$ cat config.mk
export PLATFORM = sky130hd
export DESIGN_NAME = uart_unlock_ctrl
export DESIGN_NICKNAME = d
export VERILOG_FILES = /design/src/rtl/uart_unlock_ctrl.sv
export SDC_FILE = /design/constraint.sdc
export NUM_CORES = 1
export LEC_CHECK = 0
export BUFFER_PORTS_ARGS = -buffer_cell sky130_fd_sc_hd__buf_2
export CORE_MARGIN = 4
export CORE_UTILIZATION = 55
export DETAILED_ROUTE_END_ITERATION = 10
export PLACE_DENSITY = 0.73
export SETUP_SLACK_MARGIN = 0.05
export SYNTH_ARGS = -nofsm -noshare
export SYNTH_HDL_FRONTEND = slang
export SYNTH_SLANG_ARGS = --single-unit
$ cat constraint.sdc
create_clock -name clk_12 -period 3.9 [get_ports clk_12]
set_clock_uncertainty 0.05 [all_clocks]
set_input_delay 0.195 -clock clk_12 [delete_from_list [all_inputs] [get_ports clk_12]]
set_output_delay 0.195 -clock clk_12 [all_outputs]
set_load 0.05 [all_outputs]
$ cat src/rtl/uart_unlock_ctrl.sv
// uart_unlock_ctrl: matches received UART bytes against a fixed key,
// pulses the open actuator for a hold time, and locks out after too many
// consecutive failed attempts.
// Optional status byte channel: define UNLOCK_STATUS_EN.
module uart_unlock_ctrl #(
  parameter int          KEY_LEN        = 2,
  parameter logic [63:0] KEY            = 64'h0000_0000_0000_3F55,
  parameter int          HOLD_CYCLES    = 12000000,
  parameter int          GAP_CYCLES     = 24000,
  parameter int          MAX_FAILS      = 3,
  parameter int          LOCKOUT_CYCLES = 120000000
) (
  input  logic       clk_12,
  input  logic       rst_n,
  input  logic       rx_valid,
  input  logic [7:0] rx_data,
  input  logic       rx_frame_err,
  output logic       open,
  output logic       locked,
  output logic [3:0] fail_count
`ifdef UNLOCK_STATUS_EN
  ,
  output logic       tx_valid,
  output logic [7:0] tx_data,
  input  logic       tx_ready
`endif
);

  localparam int IW = (KEY_LEN > 1) ? $clog2(KEY_LEN) : 1;
  localparam int GW = (GAP_CYCLES > 1) ? $clog2(GAP_CYCLES) : 1;
  localparam int HW = (HOLD_CYCLES > 1) ? $clog2(HOLD_CYCLES) : 1;
  localparam int LW = (LOCKOUT_CYCLES > 1) ? $clog2(LOCKOUT_CYCLES) : 1;

  typedef enum logic [1:0] {S_IDLE, S_MATCH, S_OPEN, S_LOCK} state_t;

  state_t        r_state, w_state_nx;
  logic [IW-1:0] r_idx, w_idx_nx;
  logic [GW-1:0] r_gap, w_gap_nx;
  logic [HW-1:0] r_hold, w_hold_nx;
  logic [LW-1:0] r_lock, w_lock_nx;
  logic          r_open, w_open_nx;
  logic          r_locked, w_locked_nx;
  logic [3:0]    r_fail, w_fail_nx;
  logic [3:0]    w_fail_inc;
  logic [7:0]    w_key_byte;
  logic          w_bad;
  logic          w_ev_open, w_ev_fail, w_ev_lock;

  // key byte expected at the current match position (idx is 0 in IDLE)
  assign w_key_byte = KEY[{r_idx, 3'b000} +: 8];
  assign w_fail_inc = (r_fail == 4'(MAX_FAILS)) ? r_fail : r_fail + 4'd1;

  // next-state, timers and output registers' next values
  always_comb begin
    w_state_nx  = r_state;
    w_idx_nx    = r_idx;
    w_gap_nx    = r_gap;
    w_hold_nx   = r_hold;
    w_lock_nx   = r_lock;
    w_open_nx   = r_open;
    w_locked_nx = r_locked;
    w_fail_nx   = r_fail;
    w_bad       = 1'b0;
    w_ev_open   = 1'b0;
    w_ev_fail   = 1'b0;
    w_ev_lock   = 1'b0;
    case (r_state)
      S_IDLE, S_MATCH: begin
        // a framing error wins over a simultaneous byte strobe
        if (rx_frame_err) begin
          w_bad = 1'b1;
        end else if (rx_valid) begin
          if (rx_data == w_key_byte) begin
            w_gap_nx = '0;
            if (r_idx == IW'(KEY_LEN - 1)) begin
              w_state_nx = S_OPEN;
              w_idx_nx   = '0;
              w_open_nx  = 1'b1;
              w_hold_nx  = '0;
              w_fail_nx  = 4'd0;
              w_ev_open  = 1'b1;
            end else begin
              w_state_nx = S_MATCH;
              w_idx_nx   = r_idx + 1'b1;
            end
          end else begin
            w_bad = 1'b1;
          end
        end else if (r_state == S_MATCH) begin
          // abandon the attempt once GAP_CYCLES idle cycles have elapsed
          if (r_gap == GW'(GAP_CYCLES - 1)) w_bad = 1'b1;
          else                              w_gap_nx = r_gap + 1'b1;
        end
        if (w_bad) begin
          w_fail_nx = w_fail_inc;
          w_idx_nx  = '0;
          w_gap_nx  = '0;
          if (w_fail_inc == 4'(MAX_FAILS)) begin
            w_state_nx  = S_LOCK;
            w_locked_nx = 1'b1;
            w_lock_nx   = '0;
            w_ev_lock   = 1'b1;
          end else begin
            w_state_nx = S_IDLE;
            w_ev_fail  = 1'b1;
          end
        end
      end
      S_OPEN: begin
        // bytes are ignored; the hold is a fixed length
        if (r_hold == HW'(HOLD_CYCLES - 1)) begin
          w_state_nx = S_IDLE;
          w_open_nx  = 1'b0;
          w_hold_nx  = '0;
        end else begin
          w_hold_nx = r_hold + 1'b1;
        end
      end
      S_LOCK: begin
        if (r_lock == LW'(LOCKOUT_CYCLES - 1)) begin
          w_state_nx  = S_IDLE;
          w_locked_nx = 1'b0;
          w_lock_nx   = '0;
          w_fail_nx   = 4'd0;
        end else begin
          w_lock_nx = r_lock + 1'b1;
        end
      end
      default: w_state_nx = S_IDLE;
    endcase
  end

  // state, timer and output registers
  always_ff @(posedge clk_12) begin
    if (!rst_n) begin
      r_state  <= S_IDLE;
      r_idx    <= '0;
      r_gap    <= '0;
      r_hold   <= '0;
      r_lock   <= '0;
      r_open   <= 1'b0;
      r_locked <= 1'b0;
      r_fail   <= 4'd0;
    end else begin
      r_state  <= w_state_nx;
      r_idx    <= w_idx_nx;
      r_gap    <= w_gap_nx;
      r_hold   <= w_hold_nx;
      r_lock   <= w_lock_nx;
      r_open   <= w_open_nx;
      r_locked <= w_locked_nx;
      r_fail   <= w_fail_nx;
    end
  end

  assign open       = r_open;
  assign locked     = r_locked;
  assign fail_count = r_fail;

`ifdef UNLOCK_STATUS_EN
  logic       r_tx_valid;
  logic [7:0] r_tx_data;

  // one-entry status buffer; a new event overwrites a pending byte
  always_ff @(posedge clk_12) begin
    if (!rst_n) begin
      r_tx_valid <= 1'b0;
      r_tx_data  <= 8'h00;
    end else if (w_ev_open) begin
      r_tx_valid <= 1'b1;
      r_tx_data  <= 8'h4F;
    end else if (w_ev_lock) begin
      r_tx_valid <= 1'b1;
      r_tx_data  <= 8'h4C;
    end else if (w_ev_fail) begin
      r_tx_valid <= 1'b1;
      r_tx_data  <= 8'h46;
    end else if (r_tx_valid && tx_ready) begin
      r_tx_valid <= 1'b0;
    end
  end

  assign tx_valid = r_tx_valid;
  assign tx_data  = r_tx_data;
`endif

endmodule

==> metrics.cfg, run 1 <==
[clock_tree]
post_cts_buffers = 0
cts_tree = yes
numCtsBuffers = 9
cts-hold-fix-buffers = 0
clk_pin_slew_ns = 0.08
cts_buffer_depth = 2
insertion_delay_ns = 0.34
cts_resized = 0
cts_root_buf = clkbuf_8
htreeDepth = 3
cts_sinks = 75

[logic_synthesis]
synth_nets = 492
synthArstFlopShare_pct = 0
yosysTopAreaCell = dfxtp_1
syn_inst = 476
ys.flop_type = dfxtp_1
syn_area_per_cell_um2 = 8.11
ys_types = 57
yosysSeqAreaShare_pct = 38.9
yosysMostFrequentCell = dfxtp_1
yosys-top-cells-area = dfxtp_1 (39%), nor2_1 (6.5%), xor2_1 (5.0%), nand2_1 (4.2%), o21ai_0 (3.8%)
ys_seq_elements = 75
post_synth_most_frequent_cells = dfxtp_1 (75), nor2_1 (67), nand2_1 (43)
synth.yosys.warnings = 0
synth_top_area_share_pct = 38.9
synth_edf_count = 0
synth.cell_area_mm2 = 0.00386

[power]
switching_power_w = 0.000398
power_density_mw_per_mm2 = 358
pwr-share-seq_pct = 52.2
internal_power_w = 0.00111
p_sw_share_pct = 26.4
clkPwrFrac_pct = 38.8
vdd_drop_max_v = 0.000211
comb_power_share_pct = 9.0
power.static_leakage_nw = 1.39

[hold_path]
hold_depth = 3
hold_path_class = in2reg
hold_start = rst_n
worstHoldEndpoint = r_lock[9]$_SDFFE_PN0P_

[global_route]
grt_pass1_vias = 3151
grt_max_degree = 25
grt-ovfl-total = 0
grt_pass1_wl_um = 14800
antenna_found_initial = 0
grt_use_total_pct = 21.2

[timing]
setup_viol_count_final = 0
grt_setup_unrepaired = no
fin_crit_ns = 2.68
fmaxAchievable_ghz = 0.373
slew_headroom_pct = 36.0
worst_pin_slew_ns = 0.951
hold_viol = 0
fin_setup_tns_ns = 0
fin_crit_sh_pct = 68.7
maxSlewViolCount = 0

[placed_design]
dpl-instance-area_mm2 = 0.00402
dp_hpwl_um = 6080
gp_congestion = 0.889
io_buffer_count = 17

[floorplanning]
rows = 30
die_w_um = 91.8
core_area_mm2 = 0.00679
start_util_pct = 56.9
die_h_um = 91.8
pin_count = 18
die_area_mm2 = 0.00843

[final_layout]
multi_input_area_mm2 = 0.00227
diodes = 0
regArea_mm2 = 0.00150
num-nets-final = 506
finalInstanceArea_mm2 = 0.00421
areaGrowthSynthToFinish_pct = 8.97
fillers = 630
drive_gt1_share_pct = 9.90

[worst_setup_path]
slowest_stage = or4_1
cp.arrival_ns = 2.90
required_ns = 4.12
regToRegSetupSlack_ns = 1.22
ff2ff_path_depth = 7
crit_fanout = 13
critical_path.top_delay_family = compound AO/OA/AOI/OAI gates
r2r_start = r_gap[0]$_SDFFE_PN0P_
worst_r2r_endpoint = r_lock[8]$_SDFFE_PN0P_
slowest_delay_ns = 0.55
endpoint_kind = register
path_buf_inv = 0
cp-start-kind = register
crit_chain = ha_1 > and4_1 > nand4_2 > o21a_1 > o31a_1 > or4_1 > a21oi_1
path_class = reg2reg

[route]
wl_per_cell_um = 14.7
vias = 3589
drt_iter0_drc = 258
firstDrtPassIters = 7
via_per_inst = 6.07
ant_nets = 0
drt-total-wl_um = 8680
drc_errors = 0

[flow_run]
cap_violations = 0

[outcome]
status = finished, final reports clean

[worst register-to-register path, delay by kind of cell (launching register included)]
family                     cells  cell delay (ns)
adders and majority gates      1             0.30
DFF                            1             0.39
AOI/OAI and AO/OA              3             0.96
and+or+nand+nor                3             0.91
[flip-flops by register name (all words and copies together), names as in the netlist]
register,count
r_gap,15
r_state,2
r_hold,24
fail_count,4
open,1
r_idx,1
locked,1
r_lock,27
[through the flow]
step	hold slack, ns	total power [W]	setup slack [ns]	instances	util [%]
6_report	0.204	0.00151	1.22	591	62.0
5_1_grt	0.216	0.00157	1.05	591	62.0
4_1_cts	0.187	0.00152	1.23	591	62.0
3_5_place_dp	0.418	0.000938	1.27	575	59.1
3_3_place_gp	0.402	0.000936	1.35	575	59.1
2_1_floorplan	0.354	0.000900	1.32	476	-
[final cells by class]
type / count / share of cell area [%]
clock inverter: 6 / 1.58
tap: 96 / 2.85
timing repair buffer: 20 / 2.56
multi-input combinational: 379 / 53.9
inverter: 5 / 0.446
sequential: 75 / 35.7
clock buffer: 10 / 3.03
[power by group through the flow]
stage / registers, W / clock network (W) / logic, W
after floorplan: 0.000810 / 0 / 0.0000892
after global placement: 0.000804 / 0 / 0.000132
after detailed placement: 0.000805 / 0 / 0.000133
after CTS: 0.000787 / 0.000597 / 0.000134
after global routing: 0.000789 / 0.000631 / 0.000149
final: 0.000787 / 0.000584 / 0.000136
[cell families (layout without fill, tap and decap cells)]
family                   after synthesis  after routing  share of synthesized area [%]
XOR/XNOR                              37             37                           8.39
buffers and inverters                 22             41                           2.43
multiplexers                           1              1                          0.259
flip-flops                            75             75                           38.9
adder cells (fa/ha/maj)                4              4                           1.30
AO/OA/AOI/OAI                         94             94                           15.3
AND/OR/NAND/NOR                      243            243                           33.5
[cell usage in the layout, fill, tap and decap left out, types with 2 or more instances in the layout]
cell | synthesis | layout
xor2_1 | 22 | 22
buf_4 | 0 | 3
and4_1 | 7 | 7
nand4_2 | 2 | 2
dfxtp_1 | 75 | 75
or4_1 | 7 | 7
or2_2 | 3 | 3
nand4_1 | 22 | 22
a31oi_1 | 11 | 11
nand2b_1 | 2 | 2
nor3_1 | 20 | 20
nand2_1 | 43 | 43
o31a_1 | 3 | 3
o21ai_1 | 2 | 2
a22oi_1 | 2 | 2
a32o_1 | 2 | 2
inv_1 | 5 | 5
nand3_1 | 20 | 20
and3_1 | 6 | 6
nor2_1 | 67 | 67
clkbuf_8 | 0 | 9
buf_2 | 3 | 17
and2_1 | 6 | 6
a21oi_1 | 23 | 23
nand4b_1 | 5 | 5
ha_1 | 4 | 4
or3_1 | 7 | 7
or4_4 | 2 | 2
o31ai_1 | 4 | 4
xnor2_1 | 15 | 15
nor4b_1 | 3 | 3
a311oi_1 | 3 | 3
a21o_1 | 5 | 5
nor2b_1 | 3 | 3
nand3b_1 | 2 | 2
nor4_1 | 7 | 7
clkinvlp_4 | 0 | 3
o21ai_0 | 29 | 29
[worst max-delay path by stage]
stage,cells after the start,from,slack [ns],endpoint
global route,7,r_gap[0]$_SDFFE_PN0P_,1.05,r_lock[8]$_SDFFE_PN0P_
detailed placement,7,r_gap[0]$_SDFFE_PN0P_,1.27,r_lock[8]$_SDFFE_PN0P_
floorplan,7,fail_count[0]$_SDFFE_PN0P_,1.32,r_lock[8]$_SDFFE_PN0P_
global placement,7,r_gap[0]$_SDFFE_PN0P_,1.35,r_lock[8]$_SDFFE_PN0P_
CTS,7,r_gap[0]$_SDFFE_PN0P_,1.23,r_lock[8]$_SDFFE_PN0P_
finish,7,r_gap[0]$_SDFFE_PN0P_,1.22,r_lock[8]$_SDFFE_PN0P_
[per-layer routing]
metal / track usage (%) / wire (µm) / part of all wire, %
met5: 0 / 0 / 0
met4: 5.69 / 93 / 1.1
met3: 4.84 / 382 / 4.4
met2: 32.7 / 3870 / 45
met1: 29.7 / 4340 / 50
No activity file was read; power rests on OpenSTA's default activity.
==> run 2, diff against run 1 <==
ABC_AREA = 1   (was default)
PLACE_DENSITY = 0.75   (was 0.73)
clock period = 2.4 ns   (was 3.9 ns; I/O delays follow)
==> metrics.cfg, run 2 <==
[logic_synthesis]
yosys-top-cells-area = dfxtp_1 (31%), nand2_1 (13%), nand3_1 (8.3%), nor2_1 (7.4%), a21oi_1 (6.1%)
synth_top_area_share_pct = 31.1
syn_inst = 737
synth_nets = 753
synthArstFlopShare_pct = 0
post_synth_most_frequent_cells = nand2_1 (165), nor2_1 (95), nand3_1 (80)
ys_seq_elements = 75
yosysTopAreaCell = dfxtp_1
yosysMostFrequentCell = nand2_1
synth.yosys.warnings = 0
ys.flop_type = dfxtp_1
synth.cell_area_mm2 = 0.00482
syn_area_per_cell_um2 = 6.55
ys_types = 44
synth_edf_count = 0
yosysSeqAreaShare_pct = 31.1

[floorplanning]
rows = 33
pin_count = 18
die_w_um = 102
start_util_pct = 57.6
core_area_mm2 = 0.00838
die_h_um = 102
die_area_mm2 = 0.0103

[global_route]
grt_use_total_pct = 23.6
antenna_found_initial = 0
grt-ovfl-total = 0
grt_pass1_wl_um = 19900
grt_max_degree = 28
grt_pass1_vias = 4501

[timing]
fin_hold_ws_ns = 0.0374
slew_headroom_pct = 54.3
setup_viol_count_final = 0
grt_setup_unrepaired = no
fmaxAchievable_ghz = 0.487
fin_ws_ns = 0.347
worst_pin_slew_ns = 0.684
fin_crit_sh_pct = 85.6
hold_viol = 0
fin_crit_ns = 2.05
maxSlewViolCount = 0
fin_setup_tns_ns = 0

[worst_setup_path]
path_class = reg2reg
cp.arrival_ns = 2.25
slowest_stage = dfxtp_1
endpoint_kind = register
required_ns = 2.60
path_buf_inv = 2
cp-start-kind = register
critical_path.top_delay_family = simple AND/OR/NAND/NOR gates
cp_common_cell = inv_2
slowest_delay_ns = 0.38
crit_chain = ha_1 > nand3_1 > nor3_4 > nand3_4 > nand2_2 > inv_2 > o21ai_4 > inv_2 > nand2_1 > nor2_1
crit_fanout = 10

[power]
power_density_mw_per_mm2 = 571
vdd_drop_max_v = 0.000403
power.static_leakage_nw = 1.97
total_power_w = 0.00297

[clock_tree]
cts_root_buf = clkbuf_8
clk_pin_slew_ns = 0.10
cts-hold-fix-buffers = 0
cts_tree = yes
post_cts_buffers = 0
insertion_delay_ns = 0.36
cts_resized = 0
numCtsBuffers = 9
htreeDepth = 3
cts_sinks = 75
cts_buffer_depth = 2

[placed_design]
gp_congestion = 0.965
dpl.cell_count = 850
dp_hpwl_um = 8560
pre_cts_ws_ns = 0.392
io_buffer_count = 17

[final_layout]
reg.largest.list = r_lock (27), r_hold (24), r_gap (15)
areaGrowthSynthToFinish_pct = 7.62
layout_commonest_cell = nand2_1
stdcell_count = 865
largest_reg_flops = 27
diodes = 0
num-nets-final = 772
fillers = 771
largest-register = r_lock
final_cell_mix = nand2_1 (165), nor2_1 (95), nand3_1 (80), dfxtp_1 (75), inv_1 (73)
drive_gt1_share_pct = 13.6

[route]
drc_errors = 0
ant_nets = 0
vias = 4828
drt-total-wl_um = 11600
drt_iter0_drc = 304
wl_per_cell_um = 13.4
via_per_inst = 5.58
firstDrtPassIters = 5

[outcome]
status = finished, final reports clean

[flow_run]
cap_violations = 0

[hold_path]
hold_path_class = in2reg

-- run 2: changes by cell type in the layout (fill, tap and decap cells not counted), sizes merged, moves of 8 or more --
| cell | delta |
|---|---|
| or4 | -9 |
| xor2 | -8 |
| xnor2 | -14 |
| nand2 | +135 |
| or3 | -8 |
| o21ai | -15 |
| inv | +76 |
| nor2 | +38 |
| nor3 | +10 |
| a21oi | +36 |
| nand3 | +64 |
| or2 | +14 |
| nand4 | +10 |
-- run 2: per-stage QoR --
stage	util [%]	area, µm²
global route	61.9	5190
finish	61.9	5190
global placement	59.6	4990
CTS	61.9	5190
floorplan	-	4820
detailed placement	59.6	4990
-- run 2: path summary, 6_finish.rpt --
check / slack (ns) / end / cells after the start / startpoint
worst max-delay path: 0.35 / r_hold[9]$_SDFFE_PN0P_ / 10 / r_hold[1]$_SDFFE_PN0P_
worst min-delay path: 0.04 / r_idx$_SDFFE_PN0P_ / 3 / rx_valid
worst max register to register: 0.35 / r_hold[9]$_SDFFE_PN0P_ / 10 / r_hold[1]$_SDFFE_PN0P_
worst min register to register: 0.43 / locked$_SDFFE_PN0P_ / 2 / locked$_SDFFE_PN0P_
-- run 2: area by class of cell --
type	count	area (µm²)	area share (%)
inverters	80	300	5.78
repair buffers	25	145	2.80
clock buffers	10	138	2.65
flip-flops and latches	75	1500	28.9
well taps	105	131	2.53
multi-input cells	565	2910	56.1
clock inverters	5	62.6	1.20
-- run 2: power breakdown --
group | leakage [nW] | internal [W] | switching [W]
sequential | 0.605 | 0.00128 | 0.0000429
clock | 0.0950 | 0.000509 | 0.000503
combinational | 1.27 | 0.000167 | 0.000463
-- run 2: layer usage --
metal	vias to the layer above	GRT usage, %	wire (µm)	share of wire, %
met2	104	40.0	5700	49
met1	2227	29.7	5180	45
met4	0	10.0	283	2.4
met5	-	0	0	0
li1	2473	-	-	-
met3	24	3.58	464	4.0
-- run 2: cell families after synthesis --
group | after synthesis | synth area share [%]
fa+ha+maj | 4 | 1.04
compound gates | 89 | 10.5
simple gates | 457 | 46.2
xor+xnor | 15 | 2.72
flops | 75 | 31.1
buf+inv | 97 | 8.48
-- run 2: worst min-delay path, cell delays in order --
cell	delay, ns
buf_2	0.14
nand4_1	0.09
o21ai_0	0.07
==> run 3, diff against run 2 <==
RECOVER_POWER = 50   (was default)
==> metrics.cfg, run 3 (synthesized netlist as in run 2, its figures left out) <==
[final_layout]
finalInstanceArea_mm2 = 0.00516
largest_reg_flops = 27
layout_commonest_cell = nand2_1
areaGrowthSynthToFinish_pct = 6.87
num-nets-final = 772
reg.largest.list = r_lock (27), r_hold (24), r_gap (15)
drive_gt1_share_pct = 11.8
diodes = 0
final_cell_mix = nand2_1 (166), nor2_1 (97), nand3_1 (82), dfxtp_1 (75), inv_1 (74)
largest-register = r_lock

[power]
vdd_drop_max_v = 0.000394
power.static_leakage_nw = 1.94
switching_power_w = 0.00101
comb_power_share_pct = 20.5
clkPwrFrac_pct = 34.4
total_power_w = 0.00294
pwr-share-seq_pct = 45.0
p_sw_share_pct = 34.2
internal_power_w = 0.00194
power_density_mw_per_mm2 = 571

[route]
drt_iter0_drc = 281
wl_per_cell_um = 13.5
drt-total-wl_um = 11700
route.met2.wl_um = 5740
ant_nets = 0
wl_met1_um = 5190
firstDrtPassIters = 5
drc_errors = 0
route.top_layer_used = met4
via_per_inst = 5.65
vias = 4891
wl_met3_um = 511

[placed_design]
dp_hpwl_um = 8560
gp_congestion = 0.965
io_buffer_count = 17
pre_cts_ws_ns = 0.392
dpl-instance-area_mm2 = 0.00499

[worst_setup_path]
path_class = reg2reg
crit_fanout = 24
cp-start-kind = register
cp.arrival_ns = 2.30
endpoint_kind = register
ff2ff_path_depth = 10
regToRegSetupSlack_ns = 0.29
worst_r2r_endpoint = locked$_SDFFE_PN0P_
r2r_start = fail_count[0]$_SDFFE_PN0P_
required_ns = 2.60

[hold_path]
hold_start = rx_valid
hold_depth = 3
worstHoldEndpoint = r_idx$_SDFFE_PN0P_
hold_path_class = in2reg

[floorplanning]
start_util_pct = 57.6
die_w_um = 102
pin_count = 18
die_h_um = 102
die_area_mm2 = 0.0103
core_area_mm2 = 0.00838
rows = 33

[clock_tree]
cts_sinks = 75
cts_resized = 0
htreeDepth = 3
cts_root_buf = clkbuf_8
cts_tree = yes
post_cts_buffers = 0
numCtsBuffers = 9
cts-hold-fix-buffers = 0
insertion_delay_ns = 0.36
clk_pin_slew_ns = 0.10
cts_buffer_depth = 2

[timing]
fin_setup_tns_ns = 0
worst_pin_slew_ns = 0.683
slew_headroom_pct = 54.3
fin_crit_sh_pct = 87.8
setup_viol_count_final = 0
fin_ws_ns = 0.294
fmaxAchievable_ghz = 0.475
fin_hold_ws_ns = 0.0316
grt_setup_unrepaired = no
fin_crit_ns = 2.11
hold_viol = 0
maxSlewViolCount = 0

[global_route]
grt_pass1_wl_um = 19900
antenna_found_initial = 0
grt_pass1_vias = 4501
grt-ovfl-total = 0
grt_use_total_pct = 23.6
grt_max_degree = 28

[outcome]
status = finished, final reports clean

[flow_run]
cap_violations = 0

==> run 3: cell count changes in the layout (fill, tap and decap cells not counted), sizes merged <==
cell and delta:
clkbuf +7, buf -7
==> run 3: final cells by class <==
cell class,count,area (µm²)
Clock buffer,10,138
Clock inverter,5,62.6
Fill cell,781,3230
Inverter,80,300
Multi-Input combinational cell,565,2890
Sequential cell,75,1500
Tap cell,105,131
Timing Repair Buffer,25,134
==> run 3: stage by stage <==
stage	cells	utilization, %
after floorplan	737	-
after global placement	850	59.6
after detailed placement	850	59.6
after CTS	865	61.9
after global routing	865	61.5
final	865	61.5
==> run 3: critical path: stages (launching register included) <==
cell     delay [ns]
dfxtp_1        0.42
ha_1           0.24
nand3_1        0.14
o21ai_0        0.26
nand2_1        0.11
nor2_2         0.19
nand2_4        0.21
nand2_4        0.17
nand2_1        0.09
nand2_1        0.06
a21oi_1        0.05
==> run 3: worst max-delay path by stage <==
stage                                           from  slack [ns]  cells after the start             endpoint
after global placement    fail_count[0]$_SDFFE_PN0P_        0.43                     10  locked$_SDFFE_PN0P_
after detailed placement       r_gap[0]$_SDFFE_PN0P_        0.39                     10   r_idx$_SDFFE_PN0P_
after CTS                      r_gap[0]$_SDFFE_PN0P_        0.37                     10   r_idx$_SDFFE_PN0P_
final                     fail_count[0]$_SDFFE_PN0P_        0.29                     10  locked$_SDFFE_PN0P_
after global routing      fail_count[0]$_SDFFE_PN0P_        0.08                     10  locked$_SDFFE_PN0P_
after floorplan           fail_count[0]$_SDFFE_PN0P_        0.39                     10  locked$_SDFFE_PN0P_
==> run 3: power by group through the flow <==
stage | clock, W | sequential (W) | combinational [W]
after floorplan | 0 | 0.00143 | 0.000425
after global placement | 0 | 0.00135 | 0.000616
after detailed placement | 0 | 0.00135 | 0.000627
after CTS | 0.00103 | 0.00132 | 0.000630
after global routing | 0.00109 | 0.00133 | 0.000665
final | 0.00101 | 0.00133 | 0.000604
==> run 3: routing by layer <==
metal	track usage, %	vias to the layer above
met1	29.7	2275
li1	-	2475
met5	0	-
met2	40.0	120
met4	10.0	0
met3	3.58	21
